File: src/rtl/pipe_ctrl_fsm.sv
// Pipeline control FSM: PC/IR load enables, IR1 fetch/NOP select and cycle-counter enable,
// with branch stall, pipeline freeze on hazard and a resumable halt.
module pipe_ctrl_fsm #(
  parameter int unsigned         NSTAGES  = 4,
  parameter int unsigned         OPW      = 4,
  parameter int unsigned         BR_STALL = 3,
  parameter logic [2**OPW-1:0]   BR_OPS   = 16'h2220,
  parameter logic [OPW-1:0]      OP_STOP  = 4'b0001
) (
  input  logic               clock,
  input  logic               reset,
  input  logic [OPW-1:0]     instr,
  input  logic               hazard,
  input  logic               resume,
  output logic               pc_write,
  output logic [NSTAGES-1:0] pc_load,
  output logic [NSTAGES-1:0] ir_load,
  output logic               ir1_sel,
  output logic               counter_on,
  output logic               halted,
  output logic [2:0]         state_o
);

  localparam int unsigned   CW         = (BR_STALL > 1) ? $clog2(BR_STALL) : 1;
  // Counter counts down to zero, so BR_WAIT spans BR_STALL-1 cycles.
  localparam logic [CW-1:0] STALL_INIT = CW'(BR_STALL - 2);

  typedef enum logic [2:0] {
    StRst    = 3'd0,
    StRun    = 3'd1,
    StBrWait = 3'd2,
    StBrRel  = 3'd3,
    StHalt   = 3'd4
  } state_e;

  state_e        state_q, state_d;
  logic [CW-1:0] cnt_q, cnt_d;
  logic          load_all;
  logic          is_branch;
  logic          legal_active;

  assign is_branch    = BR_OPS[instr] && (instr != OP_STOP);
  assign legal_active = (state_q == StRun) || (state_q == StBrWait) ||
                        (state_q == StBrRel) || (state_q == StHalt);

  always_ff @(posedge clock) begin
    if (!reset) begin
      state_q <= StRst;
      cnt_q   <= '0;
    end else begin
      state_q <= state_d;
      cnt_q   <= cnt_d;
    end
  end

  always_comb begin
    state_d    = state_q;
    cnt_d      = cnt_q;
    pc_write   = 1'b0;
    load_all   = 1'b0;
    ir1_sel    = 1'b0;
    counter_on = 1'b0;
    halted     = 1'b0;

    case (state_q)
      StRst: begin
        ir1_sel = 1'b1;
        state_d = StRun;
      end
      StRun: begin
        pc_write   = 1'b1;
        load_all   = 1'b1;
        ir1_sel    = 1'b1;
        counter_on = 1'b1;
        if (instr == OP_STOP) begin
          state_d = StHalt;
        end else if (is_branch) begin
          pc_write = 1'b0;
          cnt_d    = STALL_INIT;
          state_d  = StBrWait;
        end
      end
      StBrWait: begin
        load_all = 1'b1;
        if (cnt_q == '0) begin
          state_d = StBrRel;
        end else begin
          cnt_d = cnt_q - CW'(1);
        end
      end
      StBrRel: begin
        pc_write   = 1'b1;
        load_all   = 1'b1;
        ir1_sel    = 1'b1;
        counter_on = 1'b1;
        state_d    = StRun;
      end
      StHalt: begin
        load_all = 1'b1;
        halted   = 1'b1;
        if (resume) begin
          state_d = StRun;
        end
      end
      default: begin
        state_d = StRst;
      end
    endcase

    // Freeze: kill writes/loads and hold all state; select/enable/halted keep the state's value.
    if (hazard && legal_active) begin
      pc_write = 1'b0;
      load_all = 1'b0;
      state_d  = state_q;
      cnt_d    = cnt_q;
    end
  end

  assign pc_load = {NSTAGES{load_all}};
  assign ir_load = {NSTAGES{load_all}};
  assign state_o = state_q;

endmodule

File: config.mk
export PLATFORM = sky130hd
export DESIGN_NAME = pipe_ctrl_fsm
export DESIGN_NICKNAME = d
export VERILOG_FILES = /design/src/rtl/pipe_ctrl_fsm.sv
export SDC_FILE = /design/constraint.sdc
export NUM_CORES = 1
export LEC_CHECK = 0
export BUFFER_PORTS_ARGS = -buffer_cell sky130_fd_sc_hd__buf_2
export CAP_MARGIN = 15
export CORE_AREA = 2 2 39 41
export DETAILED_ROUTE_END_ITERATION = 10
export DIE_AREA = 0 0 41 43
export PLACE_DENSITY_LB_ADDON = 0.15
export SLEW_MARGIN = 25
export SYNTH_ARGS = -nofsm -noshare
export SYNTH_HDL_FRONTEND = slang
export SYNTH_SLANG_ARGS = --single-unit
File: constraint.sdc
create_clock -name clock -period 1.7 [get_ports clock]
set_clock_uncertainty 0.05 [all_clocks]
set_input_delay 0.255 -clock clock [delete_from_list [all_inputs] [get_ports clock]]
set_output_delay 0.255 -clock clock [all_outputs]
set_load 0.01 [all_outputs]
* Word-level counts from Yosys, hierarchy flattened *
Memories as Yosys holds them, arrays and structs flattened.
Index checks and enable logic that the tools add are counted.

cells by class
  $add $sub $neg = 1
  magnitude comparators = 1
  equality and inequality tests = 12
  multiplexer cells = 19
  bitwise logic cells = 1
  reduce and logical (&&, ||, !) cells = 14

operators with widths
  cell                  number
  $mux W3               4
  $pmux W3 S4           1
  $mux W1               9
  $ne A2 B2 Y1 const B  4
  $eq A3 B2 Y1 const B  2
  $mux W2               3
  $lt A4 B5 Y1 const B  1
  $reduce_and A5 Y1     1
  $eq A4 B1 Y1 const B  1
  $ne A4 B1 Y1 const B  1
  $pmux W2 S2           1
  $reduce_and A4 Y1     1
  $reduce_or A2 Y1      2
  $reduce_or A4 Y1      1
  $eq A3 B1 Y1 const B  1
  $eq A3 B3 Y1 const B  1
  $logic_not A3 Y1      1
  $logic_or A1 B1 Y1    3
  $ne A3 B2 Y1 const B  1
  $reduce_or A3 Y1      1
  $logic_and A1 B1 Y1   2
  $logic_not A2 Y1      1
  $ne A2 B1 Y1 const B  1
  $pmux W1 S2           1
  other kinds (3)       3

storage, ports and cells
  flip-flop bits (word level) = 5
  ROM bits = 16
  input port bits = 8
  output and inout port bits = 15
  logic and storage cells = 51
  memories = 1

memories
  memory            depth  width  rd ports  clocked after Yosys merged registers in  wr ports  line  RTL
  (name not given)  16     1      1         0                                        0         42    assign is_branch = BR_OPS[instr] && (instr != OP_STOP);

* Logic depth before layout (Yosys ltp) *
Gate-level depths: netlist of run 1.

  depth after elaboration = 7
  mapped depth = 5
  mapped depth without buffers = 5

* Worst setup path before layout of run 1 *
No wires, ideal clock.

  kind = flip-flop to output port
  from = register state_q[2], in the netlist state_o[2]
  to = output ir_load[0]
  arrival time = 1.445 ns
  data required time = 1.395 ns
  path slack = -0.050 ns
  stages on the path, launching flop included = 5
  path buffers = 2
  path through = dfxtp_1 clkbuf_2 nor3b_1 o21a_1 buf_4

on the way
  word-level cells in the longest chain between the ends = 6
  elaborated cells on any way between the ends = 11
  classes of those cells = eq/ne: 4; mux: 2; reduce/logical: 5

ends and longest elaborated chain
  item                                                 line    RTL
  start: declaration                                   36      state_e state_q, state_d;
  start signal: assignment                             48      state_q <= StRst;
  start signal: assignment                             51      state_q <= state_d;
  $eq A3 B1 Y1 / $eq A3 B2 Y1 (equally long branches)  43, 65
  $logic_or A1 B1 Y1 (2 in a row)                      43      assign legal_active = (state_q == StRun) || (state_q == StBrWait) ||
  $logic_or A1 B1 Y1                                   44      (state_q == StBrRel) || (state_q == StHalt);
  $logic_and A1 B1 Y1                                  111     if (hazard && legal_active) begin
  $mux W1 *                                            111
  end: declaration                                     17      output logic [NSTAGES-1:0] ir_load,

Every way passes the cells marked *; elsewhere a longest branch is shown, timed or not.

* Worst setup path in the final report of run 1 *
  from = register state_q[1], in the netlist state_o[1]
  to = output pc_write

on the way
  word-level cells in the longest chain between the ends = 6
  elaborated cells on any way between the ends = 10
  classes of those cells = eq/ne: 4; mux: 2; reduce/logical: 4

ends and longest elaborated chain
  item                                                 line    RTL
  $eq A3 B1 Y1 / $eq A3 B2 Y1 (equally long branches)  43, 65
  $logic_or A1 B1 Y1 (2 in a row)                      43
  $logic_or A1 B1 Y1                                   44
  $logic_and A1 B1 Y1                                  111
  $mux W1 *                                            111
  end: declaration                                     15      output logic pc_write,

Marks and branches as above.

==> results of run 1 <==
[registers in the layout (all words and copies together) (netlist names)]
register	count
cnt_q	2
state_o	3
[stage by stage]
step	power [mW]	setup WS (ns)	instance area (sq um)
final	0.342	0.0959	539
after floorplan	0.182	0.125	422
after global routing	0.363	0.0291	539
after CTS	0.345	0.0358	515
after global placement	0.200	0.199	487
after detailed placement	0.200	0.172	487
[placed cells by master (no fill, tap or decap), types with 2 or more instances in the layout]
master and n:
buf_4 2, nand3_1 2, clkbuf_4 3, dfxtp_2 3
o21ai_0 2, inv_1 5, nand2b_1 5, a21oi_1 2
nand2_1 2, dfxtp_1 2, nor2_1 6, buf_2 22
[worst min-delay path, cell delays in order]
cell and delay [ns]:
buf_2 0.14, a32oi_1 0.07, nand2_1 0.06
[area by class of cell]
cell class,instances,area [sq um],share of cell area
Clock buffer,4,26.3,0.0487
Sequential cell,5,104,0.193
Multi-Input combinational cell,36,245,0.455
Inverter,5,18.8,0.0348
Tap cell,16,20.0,0.0371
Timing Repair Buffer,24,125,0.232
[power by group through the flow]
stage	sequential, mW	clock [mW]	combinational [mW]
after CTS	0.127	0.147	0.0717
after global routing	0.128	0.151	0.0844
after detailed placement	0.129	0	0.0715
final	0.128	0.139	0.0753
after global placement	0.129	0	0.0718
after floorplan	0.128	0	0.0544
[how the worst min path moves through the flow]
stage,from,endpoint
after floorplan,hazard,cnt_q[1]
after global placement,cnt_q[0],cnt_q[0]
after detailed placement,cnt_q[0],cnt_q[0]
after CTS,hazard,cnt_q[1]
after global routing,hazard,cnt_q[1]
final,hazard,cnt_q[1]
[repair_timing]
item | in CTS | in global routing
endpoints found under the hold margin | 0 | 0
buffers inserted | 0 | 2
setup endpoints to repair | 9 | 9
resized for setup | 2 | 3
pin swaps | 0 | 1
[cells by family (layout without fill, tap and decap cells)]
| family | count (synthesis) | count (layout) | share of synthesized area |
|---|---|---|---|
| AOI/OAI and AO/OA | 12 | 12 | 0.210 |
| adders and majority gates | 1 | 1 | 0.0300 |
| buffers and inverters | 14 | 33 | 0.201 |
| DFF | 5 | 5 | 0.240 |
| and+or+nand+nor | 23 | 23 | 0.318 |
[per-layer routing]
metal	GRT usage	routed length, um
met1	0.165	465
met2	0.181	419
met3	0.0785	92
met4	0.0600	10
met5	0	0
==> impl_metrics.py, run 1 <==
metrics = {
    "run_status": {
        "status": "finished, final reports clean",
    },
    "floorplanning": {
        "dieArea_sq_mm": 0.00176,
        "ioPinCount": 23,
        "std_cell_rows": 14,
        "die_w_um": 41,
        "core_area_sq_mm": 0.00138,
        "chipHeight_um": 43,
        "initial_core_util": 0.301,
    },
    "global_routing": {
        "antenna_found_initial": 0,
        "overflow": 0,
        "grt_pass1_vias": 384,
        "grt_pass1_wl_um": 1520,
        "grtUsageTotal": 0.134,
        "grt_max_degree": 11,
    },
    "detailed_routing": {
        "routed_wl_um": 987,
        "vias": 439,
        "first_pass_iters": 4,
        "drt_iter0_markers": 8,
        "remaining_drc_errors": 0,
        "ant_nets": 0,
        "via_per_inst": 4.88,
        "routedWlPerCell_um": 11.0,
    },
    "cells_and_area": {
        "area_delta_synth_final_pct": 29.4,
        "drive_above_1_share": 0.459,
        "antennaDiodeCount": 0,
        "instances_no_fill": 90,
        "fin_nets": 84,
        "post-route-util": 0.390,
        "fill_cells": 160,
    },
    "sta": {
        "finalCritPeriodShare": 0.944,
        "tightest_slew_ns": 0.418,
        "maxSlewViolCount": 0,
        "setup_tns_ns": 0,
        "setup-violations-final": 0,
        "hold_ws_ns": 0.256,
        "rsz0062_at_grt": "no",
        "finalCriticalPeriod_ns": 1.60,
        "fmaxAchievable_ghz": 0.623,
        "relSlewSlack": 0.718,
        "finalHoldViolations": 0,
    },
    "setup_path": {
        "max_stage_delay_ns": 0.39,
        "crit_arrival_ns": 1.30,
        "crit_chain": "or3b_4 > nor2_1 > nor3_1 > buf_2",
        "crit_start": "state_o[1]",
        "rrSetupSlack_ns": 0.15,
        "rr_endpoint": "cnt_q[0]",
        "crit_cells": 4,
        "endpoint_kind": "output port",
        "startpoint_type": "flip-flop",
        "critical_path_required_ns": 1.39,
        "crit_family": "simple AND/OR/NAND/NOR gates",
        "crit_buf_inv": 1,
        "crit_end": "pc_write",
        "crit_path_max_fanout": 9,
        "crit_type": "flip-flop to output port",
        "r2r_start": "cnt_q[0]",
        "crit_path_top_delay_cell": "or3b_4",
        "rr_worst_depth": 5,
    },
    "synth": {
        "synthMostInstantiatedCell": "buf_4",
        "ys_warn_count": 0,
        "yosys-top-cells-area": "dfxtp_1, buf_4, nand2b_1",
        "synth_top_area_cell": "dfxtp_1",
        "synthesis.area_sq_um": 417,
        "synth_common_cells": "buf_4, nor2_1, dfxtp_1, inv_1, nand2b_1",
        "ys_seq_elements": 5,
        "synth_cell_type_count": 27,
        "async_flop_share": 0,
        "synth-edff-count": 0,
        "syn_inst": 55,
        "synth_flop_cell": "dfxtp_1",
        "ys_seq_area_frac": 0.240,
        "syn-mean-instance-area_sq_um": 7.58,
        "syn_nets": 64,
        "yosys.area.top_type_share": 0.240,
    },
    "clock_tree": {
        "clk_latency_ns": 0.24,
        "cts_hold_buf": 0,
        "clkSlewWorstSetupHoldPaths_ns": 0.04,
        "cts_made_buffers": 3,
        "cts_tree": "built",
        "cts.path.max_buffers": 2,
        "root_buffer": "clkbuf_4",
        "clock-sinks": 5,
        "cts-htree-levels": 1,
    },
    "power": {
        "power.share.clock": 0.406,
        "p_leak_nw": 0.264,
        "p_comb_frac": 0.220,
        "p_sw_frac": 0.284,
        "p_int_mw": 0.245,
        "ir_drop_mv": 0.410,
        "p_switching_mw": 0.0973,
        "power_frac_seq": 0.374,
        "powerDensity_mw_per_mm2": 634,
    },
    "place": {
        "place_inst": 84,
        "port_buffers": 22,
        "place.gp.congestion": 0.760,
        "place_hpwl_um": 747,
    },
    "flow_run": {
        "drv_cap": 0,
    },
    "worst_hold_path": {
        "worstHoldPathType": "input pin to flip-flop",
        "whs_path_depth": 3,
    },
}
Power figures use the tool's default switching activity.
==> run 2: changes to the inputs <==
--- a/config.mk
+++ b/config.mk
@@ -7,9 +7,10 @@
 export LEC_CHECK = 0
 export BUFFER_PORTS_ARGS = -buffer_cell sky130_fd_sc_hd__buf_2
 export CAP_MARGIN = 15
-export CORE_AREA = 2 2 39 41
+export CORE_AREA = 10 10 47 49
+export CTS_CLUSTER_SIZE = 10
 export DETAILED_ROUTE_END_ITERATION = 10
-export DIE_AREA = 0 0 41 43
+export DIE_AREA = 0 0 57 59
 export PLACE_DENSITY_LB_ADDON = 0.15
 export SLEW_MARGIN = 25
 export SYNTH_ARGS = -nofsm -noshare
==> impl_metrics.py, run 2 (synthesized netlist as in run 1, its figures left out) <==
metrics = {
    "cells_and_area": {
        "final_common_cell": "buf_2",
        "antennaDiodeCount": 0,
        "largest_register_ffs": 3,
        "fin_nets": 82,
        "drive_above_1_share": 0.431,
        "layout_common_cells": "buf_2, nor2_1, inv_1, nand2b_1",
        "area_delta_synth_final_pct": 24.0,
    },
    "place": {
        "port_buffers": 22,
        "place.gp.congestion": 0.720,
        "place_hpwl_um": 965,
    },
    "setup_path": {
        "startpoint_type": "flip-flop",
        "rr_endpoint": "cnt_q[0]",
        "crit_end": "pc_write",
        "endpoint_kind": "output port",
        "crit_start": "state_o[1]",
        "rrSetupSlack_ns": 0.11,
        "crit_type": "flip-flop to output port",
        "r2r_start": "cnt_q[0]",
        "critical_path_required_ns": 1.39,
        "rr_worst_depth": 5,
        "crit_arrival_ns": 1.33,
        "crit_path_max_fanout": 9,
    },
    "sta": {
        "setup_tns_ns": 0,
        "finalCritPeriodShare": 0.963,
        "maxSlewViolCount": 0,
        "rsz0062_at_grt": "no",
        "finalHoldViolations": 0,
        "fmaxAchievable_ghz": 0.611,
        "setup-violations-final": 0,
        "finalCriticalPeriod_ns": 1.64,
        "relSlewSlack": 0.705,
        "tightest_slew_ns": 0.436,
    },
    "floorplanning": {
        "core_area_sq_mm": 0.00140,
        "ioPinCount": 23,
        "std_cell_rows": 14,
        "chipHeight_um": 59,
        "dieArea_sq_mm": 0.00336,
        "die_w_um": 57,
        "initial_core_util": 0.297,
    },
    "detailed_routing": {
        "via_per_inst": 4.98,
        "routed_wl_um": 1200,
        "remaining_drc_errors": 0,
        "vias": 438,
        "routedWlPerCell_um": 13.6,
        "ant_nets": 0,
        "drt_iter0_markers": 14,
        "first_pass_iters": 4,
    },
    "global_routing": {
        "grtUsageTotal": 0.0739,
        "grt_pass1_wl_um": 2010,
        "antenna_found_initial": 0,
        "grt_pass1_vias": 458,
        "overflow": 0,
        "grt_max_degree": 11,
    },
    "clock_tree": {
        "cts_tree": "built",
        "clkSlewWorstSetupHoldPaths_ns": 0.04,
        "cts.path.max_buffers": 2,
        "cts-htree-levels": 1,
        "clk_latency_ns": 0.24,
        "root_buffer": "clkbuf_4",
        "cts_made_buffers": 3,
        "post_cts_buffers": 0,
        "clock-sinks": 5,
        "cts_hold_buf": 0,
    },
    "power": {
        "ir_drop_mv": 0.194,
        "p_leak_nw": 0.256,
        "total_power_mw": 0.336,
        "powerDensity_mw_per_mm2": 649,
    },
    "run_status": {
        "status": "finished, final reports clean",
    },
    "worst_hold_path": {
        "worstHoldPathType": "input pin to flip-flop",
    },
    "flow_run": {
        "drv_cap": 0,
    },
}
## run 2: changes by cell type in the layout (fill, tap and decap cells not counted), sizes merged
cell and delta:
buf -2
## run 2: worst max-delay path, cell delays in order, from the launching register on
cell and delay, ns:
dfxtp_2 0.36, or3b_4 0.42, nor2_1 0.12, nor3_1 0.05, buf_2 0.14
## run 2: area by class of cell
cell class	instances	area, sq um
well taps	16	20.0
inverters	5	18.8
repair buffers	22	110
fillers	152	885
flip-flops and latches	5	103
clock buffers	4	26.3
multi-input cells	36	239
## run 2: report_power, final
part	total, mW	internal [mW]	switching, mW
sequential	0.127	0.121	0.00589
clock	0.136	0.0886	0.0472
combinational	0.0730	0.0314	0.0416
## run 2: repair_timing
action / CTS / global route
pin swaps: 0 / 1
cloned: 0 / 0
setup endpoints to repair: 9 / 9
resized for setup: 2 / 1
endpoints found under the hold margin: 0 / 0
## run 2: worst min-delay path by stage
stage,slack (ns),cells after the start,endpoint,from
floorplan,0.32,2,cnt_q[1],hazard
global placement,0.49,1,cnt_q[0],cnt_q[0]
detailed placement,0.50,1,cnt_q[0],cnt_q[0]
CTS,0.27,3,state_o[1],reset
global route,0.26,3,state_o[1],reset
finish,0.27,3,state_o[1],reset
## run 2: layer usage
layer  routed length [um]  GRT usage
met3                   91     0.0365
met5                    0          0
met2                  517      0.105
met1                  570     0.0843
met4                   17     0.0503
## run 2: per-stage QoR
step	util	area [sq um]	std cells	hold WS, ns	worst slack [ns]
finish	0.369	517	88	0.270	0.0621
global route	0.369	517	88	0.265	0.00967
CTS	0.368	515	88	0.266	0.0230
detailed placement	0.347	487	84	0.505	0.150
global placement	0.347	487	84	0.489	0.196
floorplan	-	422	55	0.323	0.125
